### src/rtl/scan_pkg.sv
// Shared types and tables for the scan_capture display-snooping block:
// FSM states, SEL-to-CAT one-hot map, 7-segment hex patterns, counter width.
package scan_pkg;

  typedef enum logic [2:0] {
    HUNT,
    CAP0,
    CAP1,
    CAP2,
    CAP3
  } state_t;

  localparam int ERR_COUNT_W = 8;

  // Entry [sel] is the CAT code expected while digit sel is driven.
  localparam logic [3:0][3:0] SEL_TO_CAT = {4'b0001, 4'b0010, 4'b0100, 4'b1000};

  // Entry [v] is the gfedcba pattern that displays hex digit v.
  localparam logic [15:0][6:0] SEG_TABLE = {
    7'h71, 7'h79, 7'h5E, 7'h39, 7'h7C, 7'h77, 7'h6F, 7'h7F,
    7'h07, 7'h7D, 7'h6D, 7'h66, 7'h4F, 7'h5B, 7'h06, 7'h3F
  };

  function automatic state_t cap_state(input logic [1:0] sel);
    case (sel)
      2'd0:    return CAP0;
      2'd1:    return CAP1;
      2'd2:    return CAP2;
      default: return CAP3;
    endcase
  endfunction

endpackage

### src/rtl/seg7_decode.sv
// Combinational 7-segment (gfedcba, active-high) to hex decoder with a legal flag.
module seg7_decode
  import scan_pkg::*;
(
  input  logic [6:0] seg,
  output logic [3:0] value,
  output logic       legal
);

  // NOTE: every output gets a default before the search so no latch is inferred.
  always_comb begin
    value = '0;
    legal = 1'b0;
    for (int i = 0; i < 16; i++) begin
      if (seg == SEG_TABLE[i]) begin
        value = 4'(i);
        legal = 1'b1;
      end
    end
  end

endmodule

### src/rtl/scan_capture.sv
// Snoops a multiplexed 4-digit 7-segment display bus and rebuilds the shown hex frame.
// Optional feature: define SCAN_DEBOUNCE_EN to require 2 identical samples per beat.
module scan_capture
  import scan_pkg::*;
(
  input  logic                   slow_clock,
  input  logic                   reset,
  input  logic [1:0]             SEL,
  input  logic [3:0]             CAT,
  input  logic [6:0]             SEG,
  output logic [15:0]            DIGITS,
  output logic                   VALID,
  output logic                   FRAME_DONE,
  output logic                   ERR,
  output logic [ERR_COUNT_W-1:0] ERR_COUNT
);

  state_t           state, state_n;
  logic [1:0]       smp_sel;
  logic [3:0]       smp_cat;
  logic [6:0]       smp_seg;
  logic [1:0]       last_sel;
  logic             have_last;
  logic [3:0][3:0]  shadow;
  logic [3:0]       seg_value;
  logic             seg_legal;
  logic             stable, beat, legal;
  logic [1:0]       expect_sel;
  logic             cap_en, publish, discard, err_n, done_n;

  seg7_decode u_decode (
    .seg   (smp_seg),
    .value (seg_value),
    .legal (seg_legal)
  );

`ifdef SCAN_DEBOUNCE_EN
  logic [1:0] prv_sel;
  logic [3:0] prv_cat;
  logic [6:0] prv_seg;

  always_ff @(posedge slow_clock) begin
    if (!reset) begin
      prv_sel <= '0;
      prv_cat <= '0;
      prv_seg <= '0;
    end else begin
      prv_sel <= smp_sel;
      prv_cat <= smp_cat;
      prv_seg <= smp_seg;
    end
  end

  assign stable = (smp_sel == prv_sel) && (smp_cat == prv_cat) && (smp_seg == prv_seg);
`else
  assign stable = 1'b1;
`endif

  // A beat is a new digit index on a non-blanked sample; dwell repeats are not beats.
  assign beat  = stable && (smp_cat != 4'b0000) && (!have_last || smp_sel != last_sel);
  assign legal = (smp_cat == SEL_TO_CAT[smp_sel]) && seg_legal;

  always_ff @(posedge slow_clock) begin
    if (!reset) state <= HUNT;
    else        state <= state_n;
  end

  always_comb begin
    state_n = state;
    cap_en  = 1'b0;
    publish = 1'b0;
    discard = 1'b0;
    err_n   = 1'b0;
    done_n  = 1'b0;

    unique case (state)
      CAP0:    expect_sel = 2'd1;
      CAP1:    expect_sel = 2'd2;
      CAP2:    expect_sel = 2'd3;
      default: expect_sel = 2'd0;
    endcase

    if (beat) begin
      if (state == HUNT) begin
        // Only a digit-0 beat can open a frame; other indices pass silently.
        if (smp_sel == 2'd0) begin
          if (legal) begin
            cap_en  = 1'b1;
            state_n = CAP0;
          end else begin
            err_n = 1'b1;
          end
        end
      end else if (legal && smp_sel == expect_sel) begin
        cap_en  = 1'b1;
        publish = (state == CAP3);
        done_n  = (state == CAP3);
        state_n = cap_state(smp_sel);
      end else begin
        err_n   = 1'b1;
        discard = 1'b1;
        state_n = HUNT;
      end
    end
  end

  // NOTE: sequential state uses non-blocking assignments so every register sees
  // pre-edge values; publish and the new digit-0 capture rely on this.
  always_ff @(posedge slow_clock) begin
    if (!reset) begin
      smp_sel    <= '0;
      smp_cat    <= '0;
      smp_seg    <= '0;
      last_sel   <= '0;
      have_last  <= 1'b0;
      // NOTE: the shadow frame is a handful of flops, so it is cleared in reset
      // rather than treated as an unreset memory.
      shadow     <= '0;
      DIGITS     <= '0;
      VALID      <= 1'b0;
      FRAME_DONE <= 1'b0;
      ERR        <= 1'b0;
      ERR_COUNT  <= '0;
    end else begin
      smp_sel    <= SEL;
      smp_cat    <= CAT;
      smp_seg    <= SEG;
      FRAME_DONE <= done_n;
      ERR        <= err_n;

      if (beat) begin
        have_last <= 1'b1;
        last_sel  <= smp_sel;
      end

      if (discard) shadow <= '0;
      if (cap_en)  shadow[smp_sel] <= seg_value;

      if (publish) begin
        DIGITS <= shadow;
        VALID  <= 1'b1;
      end

      if (err_n && ERR_COUNT != '1) ERR_COUNT <= ERR_COUNT + 1'b1;
    end
  end

endmodule

### config.mk
export PLATFORM = sky130hd
export DESIGN_NAME = scan_capture
export DESIGN_NICKNAME = d
export VERILOG_FILES = /design/src/rtl/scan_pkg.sv /design/src/rtl/seg7_decode.sv /design/src/rtl/scan_capture.sv
export SDC_FILE = /design/constraint.sdc
export NUM_CORES = 1
export LEC_CHECK = 0
export CORE_AREA = 4 4 88 98
export DETAILED_ROUTE_END_ITERATION = 12
export DIE_AREA = 0 0 92 102
export GPL_ROUTABILITY_DRIVEN = 1
export PLACE_DENSITY = 0.68
export SETUP_SLACK_MARGIN = 0.4
export SYNTH_ARGS = -nofsm -noshare
export SYNTH_HDL_FRONTEND = slang
export SYNTH_HIERARCHICAL = 1
export SYNTH_SLANG_ARGS = --single-unit
### constraint.sdc
create_clock -name slow_clock -period 2.8 [get_ports slow_clock]
set_clock_uncertainty 0.15 [all_clocks]
set_input_delay 0.56 -clock slow_clock [delete_from_list [all_inputs] [get_ports slow_clock]]
set_output_delay 0.56 -clock slow_clock [all_outputs]
set_load 0.1 [all_outputs]
==> results.ini <==
[power_and_ir_drop]
pwr-share-seq_pct = 50.6
switching_power_mw = 0.4941
switching_share_pct = 27.06
clockPowerShare_pct = 37.6
p_int_mw = 1.332
power_leakage_nw = 1.460
power_frac_comb_pct = 11.8
vdd_drop_max_uv = 230.9
power_density_nw_per_um2 = 467.4

[run]
maxCapViolations = 0

[logic_synthesis]
synth_top_area_cell = dfxtp_1
ys_seq_area_share_pct = 41.79
ys.flop_type = dfxtp_1
synth_most_common_cell = dfxtp_1
yosysWarnings = 6
ys_async_sr_fraction_pct = 0
synth_area_leaders = dfxtp_1 42%, mux2i_1 5.7%, nand3_1 4.5%, nor2b_1 3.8%, o22ai_1 3.6%
syn_nets = 337
avgSynthCellArea_um2 = 9.370
yosys_register_bits = 62
ys_types = 59
ys_top_cells_by_count = 62 x dfxtp_1, 27 x nand3_1, 20 x nand2_1, 18 x nor2b_1
synth_edf_count = 0
synth_area_um2 = 2970
yosys.area.top_type_share_pct = 41.79
postSynthCellCount = 317

[timing]
fmax_mhz = 378.3
hold_viol = 0
tns_ps = 0
drv_slew = 0
grt_setup_unrepaired = true
period_minus_slack_ps = 2643
setup_viol = 0
worst_pin_slew_ps = 577.6
finalCritPeriodShare_pct = 94.40
maxSlewHeadroom_pct = 61.14

[setup_path]
crit_type = reg -> reg
critPathLaunchType = flop
cp_cell_sequence = nand3b_1 -> nor3b_2 -> a32oi_1 -> nand3_1 -> nand2_1 -> or2_4 -> buf_6 -> nor3b_4 -> buf_4 -> clkbuf_16 -> mux2i_1 -> nor2b_1
critPathMaxFanout = 6
r2r_start = smp_seg[5]
regToRegSetupSlack_ps = 160
crit_required_ps = 2890
endpoint_kind = flop
r2r-end = DIGITS[15]
slowest_delay_ps = 360
critPathArrivalTime_ps = 2730
slowest_stage = dfxtp_4
r2r_cells = 12

[finish]
area_growth_syn_to_layout_pct = 31.51
n_fill_cell = 711
final_cells = 486
diodes = 0
seq_area_um2 = 1257
nets = 394
multiInputGateArea_um2 = 1714
fin_area_um2 = 3906
drive_above_1_share_pct = 29.63

[grt]
grt_pass1_vias = 2378
grt_pass1_wl_mm = 11.26
grtUsageTotal_pct = 14.98
grt_overflow = 0
grt_max_degree = 27
antenna_found_initial = 0

[floorplan]
core_um2 = 7742
num_rows = 34
start_util_pct = 38.36
die_w_um = 92
dieHeight_um = 102
dieArea_um2 = 9384
pin_count = 42

[run_status]
outcome = complete, no violations

[placed_design]
post-place-cells = 459
globalplace.congestion = 0.8658
hpwl_mm = 4.467
port_buffers = 41
place_area_um2 = 3427

[clocking]
cts.sinks = 62
cts_buffers = 9
cts_tree = yes
cts-root-buf = clkbuf_8
clk_path_buf_depth = 2
htree_levels = 3
clk_pin_slew_ps = 70
clock_latency_ps = 340

[detailed_routing]
detail_route.vias_per_cell = 5.220
wl_per_cell_um = 14.44
drt_wl_total_mm = 7.017
drtIter0Drc = 147
drc = 0
drtAntennaViolNets = 0
vias = 2537
firstDrtPassIters = 4

[hold_path]
worstHoldPathType = reg -> reg
hold_path_startpoint = last_sel[1]
min_path_cells = 2
min_to = last_sel[1]

-- per-stage QoR --
step	worst slack [ps]	util, %	total power [mW]	hold WS, ps
global placement	37.61	44.26	1.136	301.6
finish	156.8	50.45	1.826	329.2
detailed placement	-54.87	44.26	1.138	314.4
CTS	223.1	48.37	1.837	329.9
global route	70.64	50.45	1.905	355.4
floorplan	320.7	-	1.086	303.6
-- placed cells by master, fill, tap and decap left out, types with 4 or more instances in the layout --
master           instances
or4_1                    4
nand3_2                  7
and2_1                  16
o22ai_1                 17
buf_6                    5
o21ai_1                  5
o21a_1                   4
dfxtp_1                 55
ha_1                     5
clkbuf_8                10
xnor2_1                 11
nor3_1                   4
nand2_1                 20
nor2b_1                 18
nand2b_1                 4
o211ai_1                 4
mux2i_1                 15
a21boi_1                 4
clkdlybuf4s50_1         13
dfxtp_2                  4
nand3_1                 21
o31ai_1                  5
nor2_1                   8
buf_4                   44
-- per-layer routing --
metal / track usage [%] / vias up / share of wire [%]
li1: - / 1258 / -
met1: 17.81 / 1162 / 43
met2: 24.89 / 87 / 48
met3: 4.345 / 30 / 5.1
met4: 7.543 / 0 / 3.7
met5: 0 / - / 0
-- critical path: cells and delay by family (launching register included) --
kind	cells	cell delay (ps)
mux	1	190
flops	1	360
compound gates	1	190
buf+inv	3	440
simple gates	7	1210
-- logic make-up after synthesis --
| kind of cell | Yosys count | synth area share [%] |
|---|---|---|
| flops | 62 | 41.79 |
| compound gates | 60 | 14.15 |
| fa+ha+maj | 5 | 2.106 |
| buf+inv | 26 | 5.518 |
| xor+xnor | 12 | 3.538 |
| mux | 18 | 6.108 |
| simple gates | 134 | 26.79 |
-- worst max-delay path by stage --
stage | slack, ps | cells past startpoint | from | endpoint
final | 160 | 12 | smp_seg[5] | DIGITS[15]
after CTS | 220 | 10 | smp_seg[5] | shadow[1]
after detailed placement | -50 | 10 | smp_seg[2] | shadow[0]
after global routing | 70 | 12 | smp_seg[5] | DIGITS[14]
after floorplan | 320 | 11 | smp_seg[5] | shadow[0]
after global placement | 40 | 10 | smp_seg[2] | shadow[3]
-- state kept, by name (all words and copies together), names as in the netlist --
name	cells
smp_cat	4
DIGITS	16
smp_seg	7
last_sel	2
state	3
ERR	1
FRAME_DONE	1
smp_sel	2
ERR_COUNT	8
shadow	16
VALID	1
have_last	1
-- layout make-up --
type | instances | area share, %
Timing Repair Buffer | 67 | 15.66
Tap cell | 108 | 3.459
Inverter | 4 | 0.3844
Clock buffer | 10 | 3.523
Multi-Input combinational cell | 230 | 43.88
Clock inverter | 5 | 0.8969
Sequential cell | 62 | 32.19
-- repair_timing --
item | CTS | global route
endpoints found under the setup margin | 44 | 46
gates resized for setup | 23 | 18
cloned | 1 | 3
pin swaps | 6 | 12
hold buffers | 0 | 0
setup buffers | 6 | 2
-- power by group through the flow --
stage	clock network (mW)	registers, mW	logic [mW]
after floorplan	0	0.969	0.117
after global placement	0	0.943	0.193
after detailed placement	0	0.944	0.194
after CTS	0.704	0.925	0.209
after global routing	0.748	0.928	0.229
final	0.687	0.924	0.215
No activity file was read; power rests on OpenSTA's default activity.
